[config.mk]
export PLATFORM = sky130hd
export DESIGN_NAME = adc_feedback_sampler
export DESIGN_NICKNAME = d
export VERILOG_FILES = /design/src/rtl/adc_sampler_pkg.sv /design/src/rtl/sample_averager.sv /design/src/rtl/adc_feedback_sampler.sv
export SDC_FILE = /design/constraint.sdc
export NUM_CORES = 1
export LEC_CHECK = 0
export CORE_MARGIN = 5
export CORE_UTILIZATION = 45
export CTS_BUF_LIST = sky130_fd_sc_hd__clkbuf_8
export DETAILED_ROUTE_END_ITERATION = 8
export HOLD_SLACK_MARGIN = 0.1
export PLACE_DENSITY = 0.65
export SKIP_LAST_GASP = 1
export SLEW_MARGIN = 40
export SYNTH_ARGS = -nofsm -noshare
export SYNTH_HDL_FRONTEND = slang
export SYNTH_SLANG_ARGS = --single-unit
[constraint.sdc]
create_clock -name clock_50Min -period 2.1 [get_ports clock_50Min]
set_clock_uncertainty 0.05 [all_clocks]
set_input_delay 0.21 -clock clock_50Min [delete_from_list [all_inputs] [get_ports clock_50Min]]
set_output_delay 0.21 -clock clock_50Min [all_outputs]
set_load 0.05 [all_outputs]
[src/rtl/adc_sampler_pkg.sv]
// adc_sampler_pkg: shared FSM states, LTC2308 config-word layout and helpers
package adc_sampler_pkg;

    typedef enum logic [2:0] {
        ST_IDLE,
        ST_CONV_PULSE,
        ST_CONV_WAIT,
        ST_SHIFT,
        ST_LATCH
    } sampler_state_e;

    localparam int CONV_PULSE_CYCLES = 2;

    localparam int CFG_SD  = 11;
    localparam int CFG_OS  = 10;
    localparam int CFG_S1  = 9;
    localparam int CFG_S0  = 8;
    localparam int CFG_UNI = 7;
    localparam int CFG_SLP = 6;

    // Single-ended, unipolar, awake; left-aligned so it shifts out MSB first.
    function automatic logic [11:0] cfg_word(input logic [2:0] ch);
        logic [11:0] w;
        w          = '0;
        w[CFG_SD]  = 1'b1;
        w[CFG_OS]  = ch[0];
        w[CFG_S1]  = ch[2];
        w[CFG_S0]  = ch[1];
        w[CFG_UNI] = 1'b1;
        w[CFG_SLP] = 1'b0;
        return w;
    endfunction

endpackage

[src/rtl/sample_averager.sv]
// sample_averager: box average of 2^AVG_LOG2 samples with a one-cycle valid pulse
module sample_averager #(
    parameter int AVG_LOG2 = 2
) (
    input  logic        clk,
    input  logic        reset_n,
    input  logic        clear,
    input  logic        in_valid,
    input  logic [11:0] in_data,
    output logic        out_valid,
    output logic [11:0] out_data
);
    localparam int AW = 12 + AVG_LOG2;
    localparam int CW = AVG_LOG2 + 1;

    logic [AW-1:0] acc_q;
    logic [AW-1:0] sum;
    logic [CW-1:0] cnt_q;
    logic [11:0]   data_q;
    logic          valid_q;
    logic          last;

    assign sum       = acc_q + AW'(in_data);
    assign last      = cnt_q == CW'((1 << AVG_LOG2) - 1);
    assign out_valid = valid_q;
    assign out_data  = data_q;

    // Accumulate kept samples; on the last one publish the truncated mean and restart
    always_ff @(posedge clk or negedge reset_n) begin
        if (!reset_n) begin
            acc_q   <= '0;
            cnt_q   <= '0;
            data_q  <= '0;
            valid_q <= 1'b0;
        end else begin
            valid_q <= in_valid && last && !clear;
            if (clear) begin
                acc_q <= '0;
                cnt_q <= '0;
            end else if (in_valid) begin
                acc_q <= last ? '0 : sum;
                cnt_q <= last ? '0 : cnt_q + 1'b1;
                if (last) data_q <= 12'(sum >> AVG_LOG2);
            end
        end
    end

endmodule

[src/rtl/adc_feedback_sampler.sv]
// adc_feedback_sampler: drives the LTC2308, captures one channel per period and box-averages it
module adc_feedback_sampler
    import adc_sampler_pkg::*;
#(
    parameter int CLK_DIV       = 2,
    parameter int CONV_CYCLES   = 80,
    parameter int SAMPLE_PERIOD = 250,
    parameter int CHANNEL       = 0,
    parameter int AVG_LOG2      = 2
) (
    input  logic        clock_50Min,
    input  logic        reset_n,
    input  logic        enable,
    output logic        ADC_CONVST,
    output logic        ADC_SCK,
    output logic        ADC_SDI,
    input  logic        ADC_SDO,
    output logic [11:0] V_feedback,
    output logic        sample_valid
);
    localparam int PW = $clog2(SAMPLE_PERIOD + 1);
    localparam int TW = $clog2(CONV_CYCLES + CONV_PULSE_CYCLES + 1);
    localparam int DW = $clog2(CLK_DIV + 1);

    sampler_state_e state_q, state_d;
    logic [PW-1:0]  per_q;
    logic [TW-1:0]  tmr_q;
    logic [DW-1:0]  div_q;
    logic [3:0]     bit_q;
    logic [11:0]    cfg_q;
    logic [11:0]    rx_q;
    logic           sck_q;
    logic           primed_q;
    logic           keep_q;
    logic           wrap;
    logic           start;
    logic           pulse_end;
    logic           wait_end;
    logic           half_end;
    logic           shift_end;
    logic           in_valid;

    assign wrap       = per_q == PW'(SAMPLE_PERIOD - 1);
    assign start      = enable && wrap && state_q == ST_IDLE;
    assign pulse_end  = tmr_q == TW'(CONV_PULSE_CYCLES - 1);
    assign wait_end   = tmr_q == TW'(CONV_CYCLES - 1);
    assign half_end   = div_q == DW'(CLK_DIV - 1);
    assign shift_end  = half_end && sck_q && bit_q == 4'd11;
    assign in_valid   = state_q == ST_LATCH && keep_q && enable;
    assign ADC_CONVST = state_q == ST_CONV_PULSE;
    assign ADC_SCK    = sck_q;
    assign ADC_SDI    = cfg_q[11];

    // Frame-rate counter, parked at zero while sampling is disabled
    always_ff @(posedge clock_50Min or negedge reset_n) begin
        if (!reset_n) per_q <= '0;
        else          per_q <= (!enable || wrap) ? '0 : per_q + 1'b1;
    end

    // FSM state register
    always_ff @(posedge clock_50Min or negedge reset_n) begin
        if (!reset_n) state_q <= ST_IDLE;
        else          state_q <= state_d;
    end

    // Frame sequencing; a wrap that finds the FSM busy is simply lost
    always_comb begin
        state_d = state_q;
        case (state_q)
            ST_IDLE:       state_d = start     ? ST_CONV_PULSE : ST_IDLE;
            ST_CONV_PULSE: state_d = pulse_end ? ST_CONV_WAIT  : ST_CONV_PULSE;
            ST_CONV_WAIT:  state_d = wait_end  ? ST_SHIFT      : ST_CONV_WAIT;
            ST_SHIFT:      state_d = shift_end ? ST_LATCH      : ST_SHIFT;
            ST_LATCH:      state_d = ST_IDLE;
            default:       state_d = ST_IDLE;
        endcase
    end

    // Dwell timer shared by the CONVST pulse and the conversion wait
    always_ff @(posedge clock_50Min or negedge reset_n) begin
        if (!reset_n) tmr_q <= '0;
        else          tmr_q <= (state_d == state_q && (state_q == ST_CONV_PULSE || state_q == ST_CONV_WAIT)) ? tmr_q + 1'b1 : '0;
    end

    // SCK divider and shift registers: SDI advances as SCK falls, SDO is taken as SCK rises
    always_ff @(posedge clock_50Min or negedge reset_n) begin
        if (!reset_n) begin
            div_q <= '0;
            sck_q <= 1'b0;
            bit_q <= '0;
            cfg_q <= '0;
            rx_q  <= '0;
        end else if (state_q == ST_SHIFT) begin
            div_q <= half_end ? '0 : div_q + 1'b1;
            if (half_end) begin
                sck_q <= !sck_q;
                if (!sck_q) begin
                    rx_q <= {rx_q[10:0], ADC_SDO};
                end else begin
                    cfg_q <= {cfg_q[10:0], 1'b0};
                    bit_q <= bit_q + 1'b1;
                end
            end
        end else begin
            div_q <= '0;
            sck_q <= 1'b0;
            bit_q <= '0;
            cfg_q <= (state_q == ST_CONV_WAIT && wait_end) ? cfg_word(3'(CHANNEL)) : '0;
        end
    end

    // The ADC returns the previous frame's conversion, so the first frame after enable only primes it
    always_ff @(posedge clock_50Min or negedge reset_n) begin
        if (!reset_n) begin
            primed_q <= 1'b0;
            keep_q   <= 1'b0;
        end else if (!enable) begin
            primed_q <= 1'b0;
            keep_q   <= 1'b0;
        end else if (start) begin
            keep_q   <= primed_q;
            primed_q <= 1'b1;
        end
    end

    sample_averager #(
        .AVG_LOG2(AVG_LOG2)
    ) u_avg (
        .clk      (clock_50Min),
        .reset_n  (reset_n),
        .clear    (!enable),
        .in_valid (in_valid),
        .in_data  (rx_q),
        .out_valid(sample_valid),
        .out_data (V_feedback)
    );

endmodule

; Word-level counts from Yosys, hierarchy flattened
; Index checks and enable logic that the tools add are counted.
[totals]
reg_bits = 81
latchBits = 0
ram_bits = 0
romBits = 0
output_inout_bits = 16
memories = 0
[classes]
add_sub_neg = 6
mul = 0
n_div = 0
magnitude_cmp = 0
n_eq_ne = 15
shifts = 0
n_mux = 28
n_bitwise = 1
reduce_logical = 18
[op_table]
columns = operator, n
row1 = 12-bit two-way mux, 4
row2 = 14-bit two-way mux, 3
row3 = 14-bit by 12-bit adder with 14-bit output, 1
row4 = 3-bit two-way mux, 4
row5 = 4-bit two-way mux, 3
row6 = 3-bit one-hot mux with 4 select lines, 1
row7 = 1-bit logical AND, 10
row8 = 3-bit by 2-bit == test with 1-bit output (second input constant), 3
row9 = 8-bit by 1-bit adder with 8-bit output (second input constant), 1
row10 = 8-bit == test (second input constant), 1
row11 = 1-bit two-way mux, 8
row12 = 8-bit two-way mux, 1
row13 = 7-bit by 1-bit adder with 7-bit output (second input constant), 1
row14 = 7-bit by 1-bit == test with 1-bit output (second input constant), 1
row15 = 7-bit == test (second input constant), 1
row16 = 7-bit two-way mux, 1
row17 = 2-bit two-way mux, 3
row18 = 3-bit AND reduction, 2
row19 = 4-bit by 1-bit adder with 4-bit output (second input constant), 1
row20 = 4-bit == test (second input constant), 1
row21 = 2-bit by 1-bit != test with 1-bit output (second input constant), 2
row22 = 2-bit != test (second input constant), 2
row23 = 3-bit by 1-bit adder with 3-bit output (second input constant), 1
row24 = 3-bit by 1-bit == test with 1-bit output (second input constant), 1
row25 = other kinds (9), 11

; Depth between registers and ports, before layout
; Gate-level depths: netlist of the first run.
[logic_depth]
ltp_word = 8
depth_mapped = 9

; Modules after synthesis
; A second synthesis of the first run with hierarchy kept.
[hier_totals]
cells_unflattened = 331
area_unflattened_um2 = 3722.3
[modules_own_cells]
columns = module, n_inst, cells_each, area_each_um2, seq_area_each_um2
row1 = adc_feedback_sampler, 1, 170, 1946.9, 1101.1
row2 = sample_averager, 1, 161, 1775.5, 750.7

; Worst setup path after synthesis of the first run
; No wires, ideal clock.
[synth_timing]
kind = flip-flop to flip-flop
from = reg rx_q[0]
to = reg u_avg.data_q[8] (netlist: u_avg.out_data[8])
arrival_ns = 2.066
required_time_ns = 1.925
path_slack_ns = -0.141
stages_incl_launch_ff = 10
n_path_buf = 0
synth_period_minus_slack_ns = 2.241
path_cell_list = dfrtp_1 > ha_1 > inv_1 > fa_1 > nor2b_4 > o31a_1 > o41ai_4 > o21ai_2 > xor2_1 > mux2_4
[synth_via]
elab_chain_cells = 1
[synth_lines]
columns = item, line
row1 = from (decl), adc_feedback_sampler.sv:31  ; logic [11:0] rx_q;
row2 = from (signal assigned), adc_feedback_sampler.sv:98  ; rx_q <= {rx_q[10:0], ADC_SDO};
row3 = 14-bit by 12-bit adder with 14-bit output, sample_averager.sv:23  ; assign sum = acc_q + AW'(in_data);
row4 = to (signal assigned), sample_averager.sv:43  ; if (last) data_q <= 12'(sum >> AVG_LOG2);
row5 = to (decl), sample_averager.sv:19  ; logic [11:0] data_q;
; Every way passes these cells.
; A chain may end at the register's enable or synchronous reset.

; Final worst setup path of the first run
; Ends and elaborated chain as after synthesis.

==> results.sh, run 1 <==
export IMPL_worstPathArrival_ns=2.37
export IMPL_synth_async_reset_ratio_pct=100
export IMPL_drc=0
export IMPL_cts_buffer_depth=2
export IMPL_cts_sinks=74
export IMPL_period_needed_ns=2.19
export IMPL_p_switching_uw=581
export IMPL_numPortBuffers=19
export IMPL_synth_warnings=0
export IMPL_grt_pass1_vias=2715
export IMPL_timing_rr_end="u_avg.out_data[8]"
export IMPL_sequentialPowerShare_pct=50.9
export IMPL_synth_distinct_cells=55
export IMPL_finalMaxSlewViolations=0
export IMPL_drive_gt1_share_pct=22.0
export IMPL_cts_tree="built"
export IMPL_detailed_place_hpwl_mm=5.15
export IMPL_ant_nets=0
export IMPL_nNetsFinal=428
export IMPL_p_sw_share_pct=20.6
export IMPL_cp_start_kind="flop"
export IMPL_routed_via_count=2733
export IMPL_routedWlPerCell_um=14.5
export IMPL_clk_pin_slew_ns=0.08
export IMPL_max_freq_ghz=0.456
export IMPL_synth_nets=378
export IMPL_p_comb_share_pct=2.3
export IMPL_seq_area_frac_synth_pct=49.4
export IMPL_maxCapViolCount=0
export IMPL_endpoint_kind="flop"
export IMPL_crit_chain="ha_2 -> inv_2 -> fa_2 -> nor2b_4 -> o31a_1 -> o41ai_4 -> o21ai_2 -> xor2_1 -> mux2_4"
export IMPL_antenna_found_initial=0
export IMPL_synth_area_um2=3750
export IMPL_worstRegToRegCells=9
export IMPL_synth_top_cell_by_area="dfrtp_1"
export IMPL_area_delta_synth_final_pct=23.8
export IMPL_gr_usage_all_layers_pct=15.5
export IMPL_dr_pass1_iters=4
export IMPL_hold_violations=0
export IMPL_ys_seq_elements=74
export IMPL_core_um2=8180
export IMPL_synth_ff_type="dfrtp_1"
export IMPL_r2r_start="rx_q[0]"
export IMPL_peakVddDrop_uv=400
export IMPL_synth_cells=355
export IMPL_synthTopCellsByCount="dfrtp_1 (74), nand2_1 (37), nor2_1 (32)"
export IMPL_die_h_um=101
export IMPL_synth_area_leaders="dfrtp_1 (49%), ha_1 (6.0%), mux2_2 (5.7%)"
export IMPL_synth_edf_count=0
export IMPL_worstPathRequired_ns=2.28
export IMPL_power_density_nw_per_um2=608
export IMPL_violations="setup timing"
export IMPL_grt_ovfl_total=0
export IMPL_cts_root_buffer="clkbuf_8"
export IMPL_num_antenna_cells=0
export IMPL_ioPinCount=20
export IMPL_synth_top_cell_area_share_pct=49.4
export IMPL_fin_ws_ns=-0.0930
export IMPL_wirelength_mm=7.48
export IMPL_p_int_mw=2.24
export IMPL_slew_limit_headroom_pct=64.6
export IMPL_grt_first_pass_wirelength_mm=12.8
export IMPL_fin_crit_sh_pct=104
export IMPL_design_area_um2=4640
export IMPL_finalPower_mw=2.82
export IMPL_first_iter_violations=56
export IMPL_rows=33
export IMPL_post_dp_cell_area_um2=4230
export IMPL_dp_slack_ns=-0.112
export IMPL_grt_setup_unrepaired="true"
export IMPL_status="finished, violations left"
export IMPL_grt_start_max_net_pins=75
export IMPL_worst_r2r_setup_slack_ns=-0.09
export IMPL_die_w_um=101
export IMPL_cp_max_fo=4
export IMPL_setup_viol=7
export IMPL_clk_latency_ns=0.34
export IMPL_crit_slowest_cell="dfrtp_1"
export IMPL_p_leak_nw=2.14
export IMPL_initial_core_util_pct=45.8
export IMPL_viasPerCell=5.31
export IMPL_h_tree_depth=3
export IMPL_critPathMaxStageDelay_ns=0.39
export IMPL_numCtsBuffers=9
export IMPL_avgSynthCellArea_um2=10.6
export IMPL_crit_type="flop to flop"
export IMPL_gp_routability_congestion=0.876
export IMPL_tightest_slew_ns=0.529
export IMPL_hp_class="input port to async pin"
export IMPL_pwr_share_clk_pct=46.8
export IMPL_dieArea_um2=10300
export IMPL_yosysMostFrequentCell="dfrtp_1"
## how the worst max path moves through the flow
stage | startpoint | endpoint | slack [ns] | cells past startpoint
after floorplan | rx_q[0] | u_avg.out_data[8] | -0.05 | 9
after global placement | rx_q[0] | u_avg.out_data[8] | -0.09 | 9
after detailed placement | rx_q[0] | u_avg.out_data[8] | -0.11 | 9
after CTS | rx_q[0] | u_avg.out_data[8] | -0.09 | 9
after global routing | rx_q[0] | u_avg.out_data[8] | -0.21 | 9
final | rx_q[0] | u_avg.out_data[8] | -0.09 | 9
## flip-flops by register name (all words and copies together), names as in the netlist, 4 cells and up
register        cells
bit_q               4
cfg_q               5
per_q               8
rx_q               12
tmr_q               7
u_avg.acc_q        14
u_avg.out_data     12
## power by group through the flow
stage / Sequential, mW / Combinational, mW / Clock [mW]
finish: 1.43 / 0.0647 / 1.32
global route: 1.44 / 0.0770 / 1.41
CTS: 1.43 / 0.0669 / 1.35
detailed placement: 1.46 / 0.0655 / 0
global placement: 1.46 / 0.0638 / 0
floorplan: 1.46 / 0.0177 / 0
## kinds of logic after synthesis
| family | Yosys count | synth area share [%] |
|---|---|---|
| and+or+nand+nor | 127 | 17.1 |
| DFF | 74 | 49.4 |
| AOI/OAI and AO/OA | 64 | 12.1 |
| buffers and inverters | 25 | 2.54 |
| xor gates and xnor gates | 23 | 5.38 |
| muxes | 23 | 6.91 |
| adders and majority gates | 19 | 6.54 |
## through the flow
stage	cells	hold WS (ns)	setup TNS, ns	utilization, %
detailed placement	492	0.212	-0.354	51.8
floorplan	355	-0.136	-0.0510	-
global route	515	0.416	-1.41	56.7
finish	515	0.368	-0.239	56.7
global placement	492	0.203	-0.166	51.8
CTS	513	0.387	-0.267	55.6
## cell type report
class / count / area, µm²
multi-input cells: 256 / 1910
well taps: 105 / 131
fillers: 682 / 3540
clock buffers: 9 / 124
clock inverters: 7 / 116
repair buffers: 51 / 453
inverters: 13 / 48.8
flip-flops and latches: 74 / 1850
## cell usage in the layout (no fill, tap or decap), types with 3 or more instances in the layout
master | netlist | layout
clkdlybuf4s50_1 | 0 | 17
nand2b_1 | 4 | 4
dfrtp_1 | 74 | 74
nand2_1 | 37 | 37
a22o_1 | 10 | 10
clkbuf_8 | 0 | 9
xnor2_1 | 13 | 12
nor2b_1 | 7 | 7
o21a_1 | 3 | 3
nor3_1 | 5 | 5
mux2i_1 | 3 | 3
ha_1 | 18 | 14
o21ai_0 | 13 | 10
o21ai_1 | 3 | 5
mux2_2 | 19 | 18
nand3b_1 | 3 | 3
and3_1 | 5 | 5
nand4_1 | 4 | 4
nand4b_1 | 3 | 3
xor2_1 | 10 | 10
buf_4 | 0 | 31
bufinv_16 | 0 | 3
o21bai_1 | 3 | 3
nor2_1 | 32 | 32
inv_1 | 12 | 12
nand3_1 | 12 | 12
a21oi_1 | 13 | 12
## routing by layer
layer	up-vias	wire (µm)	track usage, %
li1	1359	-	-
met1	1327	3550	20.8
met2	41	3630	25.6
met3	6	252	4.34
met4	0	51	2.45
met5	-	0	0
## worst max-delay path, delay by kind of cell (launching register included)
| kind | cells | cell delay [ns] |
|---|---|---|
| AOI/OAI and AO/OA | 3 | 0.71 |
| xor gates and xnor gates | 1 | 0.16 |
| adders and majority gates | 2 | 0.42 |
| buffers and inverters | 1 | 0.05 |
| DFF | 1 | 0.39 |
| muxes | 1 | 0.26 |
| and+or+nand+nor | 1 | 0.04 |
## repair_timing
| item | CTS | global route |
|---|---|---|
| endpoints found under the hold margin | 74 | 0 |
| resized for setup | 8 | 13 |
| setup buffers | 4 | 2 |
| endpoints found under the setup margin | 9 | 15 |
| pin swaps | 3 | 6 |
| hold buffers | 1 | 0 |
| gates cloned | 0 | 0 |
No activity file was read; power rests on OpenSTA's default activity.
==> inputs of run 2 (changes only) <==
Settings changed: CAP_MARGIN set to 20, CORE_UTILIZATION 45 to 55, PLACE_DENSITY 0.65 to 0.87.
==> results.sh, run 2 (same netlist as run 1, synthesis figures left out) <==
export IMPL_status="finished, violations left"
export IMPL_violations="setup timing"
export IMPL_cts_sinks=74
export IMPL_finalMaxSlewViolations=0
export IMPL_worstPathArrival_ns=2.45
export IMPL_period_needed_ns=2.26
export IMPL_area_delta_synth_final_pct=23.1
export IMPL_antenna_found_initial=0
export IMPL_ioPinCount=20
export IMPL_hold_violations=0
export IMPL_crit_slowest_cell="dfrtp_1"
export IMPL_max_freq_ghz=0.443
export IMPL_clk_latency_ns=0.36
export IMPL_drc=0
export IMPL_power_density_nw_per_um2=577
export IMPL_cp_max_fo=4
export IMPL_final_cell_mix="dfrtp_1 (74), nand2_1 (36), nor2_1 (31), buf_4 (29), mux2_2 (18)"
export IMPL_p_leak_nw=2.13
export IMPL_cts_root_buffer="clkbuf_8"
export IMPL_viasPerCell=5.88
export IMPL_fin_crit_sh_pct=108
export IMPL_initial_core_util_pct=55.8
export IMPL_fin_ws_ns=-0.158
export IMPL_finalPower_mw=2.66
export IMPL_whs_ns=0.163
export IMPL_largest_reg_flops=14
export IMPL_rows=30
export IMPL_numCtsBuffers=9
export IMPL_cts_tree="built"
export IMPL_dr_pass1_iters=7
export IMPL_wirelength_mm=8.44
export IMPL_grt_setup_unrepaired="true"
export IMPL_num_antenna_cells=0
export IMPL_peakVddDrop_uv=525
export IMPL_numPortBuffers=19
export IMPL_gp_routability_congestion=0.947
export IMPL_design_area_um2=4610
export IMPL_totalNegativeSetupSlack_ns=-0.768
export IMPL_drive_gt1_share_pct=23.4
export IMPL_die_h_um=92.5
export IMPL_ant_nets=0
export IMPL_top_register="u_avg.acc_q"
export IMPL_hp_class="input port to async pin"
export IMPL_h_tree_depth=3
export IMPL_grt_pass1_vias=2835
export IMPL_core_um2=6720
export IMPL_routedWlPerCell_um=17.2
export IMPL_die_w_um=92.5
export IMPL_cp_start_kind="flop"
export IMPL_slew_limit_headroom_pct=63.3
export IMPL_critPathMaxStageDelay_ns=0.42
export IMPL_gr_usage_all_layers_pct=20.4
export IMPL_post_dp_cell_area_um2=4220
export IMPL_setup_viol=10
export IMPL_final_common_cell="dfrtp_1"
export IMPL_grt_ovfl_total=0
export IMPL_grt_first_pass_wirelength_mm=13.8
export IMPL_detailed_place_hpwl_mm=5.42
export IMPL_endpoint_kind="flop"
export IMPL_first_iter_violations=193
export IMPL_nNetsFinal=429
export IMPL_dieArea_um2=8560
export IMPL_crit_type="flop to flop"
export IMPL_routed_via_count=2887
export IMPL_worstPathRequired_ns=2.29
export IMPL_tightest_slew_ns=0.549
export IMPL_crit_chain="ha_2 -> inv_2 -> fa_2 -> nor2b_4 -> o31a_1 -> o41ai_4 -> buf_6 -> o21ai_2 -> xor2_1 -> mux2_4"
export IMPL_cts_buffer_depth=2
export IMPL_maxCapViolCount=0
export IMPL_grt_start_max_net_pins=48
export IMPL_clk_pin_slew_ns=0.08
==> run 2: layout make-up <==
type                            count  area, µm²
Fill cell                         456       2110
Clock inverter                      6       71.3
Timing Repair Buffer               52        465
Sequential cell                    74       1850
Multi-Input combinational cell    256       1940
Clock buffer                       10        138
Tap cell                           80        100
Inverter                           13       48.8
==> run 2: path summary, 6_finish.rpt <==
kind,start,slack [ns],end,cells past startpoint
max,u_avg.acc_q[0],-0.16,u_avg.out_data[8],10
min,reset_n,0.16,bit_q[1],2
max reg2reg,u_avg.acc_q[0],-0.16,u_avg.out_data[8],10
min reg2reg,div_q[0],0.41,div_q[0],1
max in group asynchronous,reset_n,1.32,u_avg.out_data[0],3
min in group clock_50Min,div_q[0],0.41,div_q[0],1
==> run 2: report_power, final <==
group / internal, mW / switching (mW) / leakage (nW)
Combinational: 0.0207 / 0.0446 / 1.03
Clock: 0.591 / 0.572 / 0.0995
Sequential: 1.43 / 0.00549 / 1.00
==> run 2: metrics by stage <==
stage	util [%]	instances	worst slack [ns]
floorplan	-	355	-0.0510
global placement	62.8	470	-0.0865
detailed placement	62.8	470	-0.159
CTS	67.0	490	-0.114
global route	68.7	491	-0.230
finish	68.7	491	-0.158
==> run 2: layer usage <==
metal	GRT usage, %	vias up	part of all wire (%)	wire (µm)
met4	6.19	0	1.9	161
li1	-	1354	-	-
met5	0	-	0	0
met3	5.85	17	3.7	311
met1	26.2	1438	43	3590
met2	33.4	78	52	4380
==> run 2: critical path: cells and delay by family (launching register included) <==
kind                     cells  cell delay (ns)
adder cells (fa/ha/maj)      2             0.42
multiplexers                 1             0.26
buffers and inverters        2             0.22
AND/OR/NAND/NOR              1             0.05
XOR/XNOR                     1             0.16
AO/OA/AOI/OAI                3             0.57
flip-flops                   1             0.42
==> run 2: what timing repair did <==
action / in CTS / in global routing
hold endpoints to repair: 74 / 0
setup buffers: 3 / 2
resized for setup: 10 / 18
setup endpoints to repair: 11 / 23
hold buffers: 1 / 0
pin swaps: 4 / 13
==> inputs of run 3 (changes only) <==
==> constraint.sdc (replaced) <==
create_clock -name clock_50Min -period 2.1 [get_ports clock_50Min]
set_clock_uncertainty 0.05 [all_clocks]
set_input_delay 0.525 -clock clock_50Min [delete_from_list [all_inputs] [get_ports clock_50Min]]
set_output_delay 0.525 -clock clock_50Min [all_outputs]
set_load 0.05 [all_outputs]
==> results.sh, run 3 (same netlist as run 1, synthesis figures left out) <==
export IMPL_status="finished, violations left"
export IMPL_violations="setup timing"
export IMPL_core_um2=6720
export IMPL_grt_start_max_net_pins=33
export IMPL_crit_chain="ha_2 -> inv_2 -> fa_2 -> nor2b_4 -> o31a_1 -> o41ai_4 -> buf_4 -> o311ai_4 -> mux2_4"
export IMPL_final_cell_mix="dfrtp_1 (74), buf_4 (43), nand2_1 (36), nor2_1 (32), mux2_2 (18)"
export IMPL_wirelength_mm=8.09
export IMPL_worstPathRequired_ns=2.30
export IMPL_gp_routability_congestion=0.945
export IMPL_grt_setup_unrepaired="true"
export IMPL_cts_buffer_depth=2
export IMPL_cts_sinks=74
export IMPL_period_needed_ns=2.29
export IMPL_finalPower_mw=2.54
export IMPL_dieArea_um2=8560
export IMPL_crit_slowest_cell="dfrtp_1"
export IMPL_nNetsFinal=433
export IMPL_peakVddDrop_uv=483
export IMPL_clk_latency_ns=0.36
export IMPL_area_delta_synth_final_pct=22.2
export IMPL_dr_pass1_iters=4
export IMPL_whs_ns=0.422
export IMPL_ioPinCount=20
export IMPL_grt_ovfl_total=0
export IMPL_fin_crit_sh_pct=109
export IMPL_hp_class="flop to flop"
export IMPL_ant_nets=0
export IMPL_critPathMaxStageDelay_ns=0.40
export IMPL_numCtsBuffers=9
export IMPL_routed_via_count=2844
export IMPL_cts_tree="built"
export IMPL_p_leak_nw=2.21
export IMPL_endpoint_kind="flop"
export IMPL_design_area_um2=4580
export IMPL_fin_ws_ns=-0.185
export IMPL_slew_limit_headroom_pct=64.5
export IMPL_cp_start_kind="flop"
export IMPL_setup_viol=9
export IMPL_largest_reg_flops=14
export IMPL_dp_slack_ns=-0.128
export IMPL_rows=30
export IMPL_numPortBuffers=19
export IMPL_num_antenna_cells=0
export IMPL_first_iter_violations=119
export IMPL_routedWlPerCell_um=16.3
export IMPL_maxCapViolCount=0
export IMPL_grt_pass1_vias=2863
export IMPL_drc=0
export IMPL_cts_root_buffer="clkbuf_8"
export IMPL_clk_pin_slew_ns=0.08
export IMPL_finalMaxSlewViolations=0
export IMPL_power_density_nw_per_um2=555
export IMPL_grt_first_pass_wirelength_mm=13.5
export IMPL_viasPerCell=5.75
export IMPL_initial_core_util_pct=55.8
export IMPL_hold_violations=0
export IMPL_crit_type="flop to flop"
export IMPL_tightest_slew_ns=0.528
export IMPL_die_h_um=92.5
export IMPL_drive_gt1_share_pct=25.3
export IMPL_top_register="u_avg.acc_q"
export IMPL_antenna_found_initial=0
export IMPL_post_dp_cell_area_um2=4230
export IMPL_gr_usage_all_layers_pct=19.8
export IMPL_die_w_um=92.5
export IMPL_worstPathArrival_ns=2.48
export IMPL_detailed_place_hpwl_mm=5.58
export IMPL_cp_max_fo=4
export IMPL_max_freq_ghz=0.438
export IMPL_h_tree_depth=3
export IMPL_final_common_cell="dfrtp_1"
[run 3: cell count changes in the layout (fill, tap and decap cells not counted), moves of 2 or more]
cell / previous run / this run
dlygate4sd2_1: 0 / 4
dlymetal6s2s_1: 0 / 2
buf_4: 29 / 43
ha_1: 13 / 15
buf_6: 2 / 0
clkdlybuf4s50_1: 17 / 2
ha_4: 3 / 1
[run 3: path summary, 6_finish.rpt]
path / endpoint / slack [ns] / from / cells past startpoint
worst max-delay path: u_avg.out_data[10] / -0.19 / rx_q[0] / 9
worst min-delay path: div_q[0] / 0.42 / div_q[0] / 1
worst max register to register: u_avg.out_data[10] / -0.19 / rx_q[0] / 9
worst min register to register: div_q[0] / 0.42 / div_q[0] / 1
max in group asynchronous: u_avg.acc_q[8] / 0.82 / reset_n / 3
min in group asynchronous: bit_q[0] / 0.62 / reset_n / 2
[run 3: layout make-up]
class	count	area, µm²
Timing Repair Buffer	56	478
Sequential cell	74	1850
Inverter	13	48.8
Clock inverter	6	48.8
Tap cell	80	100
Clock buffer	10	138
Multi-Input combinational cell	256	1910
Fill cell	467	2140
[run 3: layer usage]
| metal | part of all wire, % | vias up | track usage, % |
|---|---|---|---|
| met5 | 0 | - | 0 |
| met2 | 51 | 50 | 34.1 |
| li1 | - | 1362 | - |
| met3 | 3.6 | 9 | 6.09 |
| met1 | 44 | 1423 | 24.4 |
| met4 | 1.3 | 0 | 4.70 |
[run 3: worst max-delay path, delay by kind of cell, from the launching register on]
| kind | cells | cell delay [ns] |
|---|---|---|
| AOI/OAI and AO/OA | 3 | 0.71 |
| DFF | 1 | 0.40 |
| and+or+nand+nor | 1 | 0.05 |
| buffers and inverters | 2 | 0.25 |
| muxes | 1 | 0.28 |
| adders and majority gates | 2 | 0.42 |
[run 3: metrics by stage]
stage	TNS, ns	utilization [%]	std cells
after floorplan	-0.0510	-	355
after global placement	-0.139	62.9	472
after detailed placement	-0.601	62.9	472
after CTS	-0.245	66.5	490
after global routing	-1.75	68.1	495
final	-0.748	68.1	495
[run 3: where the power goes]
part / internal (mW) / switching [mW]
sequential: 1.43 / 0.00560
clock: 0.470 / 0.565
combinational: 0.0232 / 0.0458
[run 3: what timing repair did]
action,in CTS,in global routing
setup endpoints to repair,16,23
gates cloned,0,0
buffers inserted,1,5
hold buffers,1,0
pin swaps,4,9
hold endpoints to repair,19,0
gates resized for setup,14,13
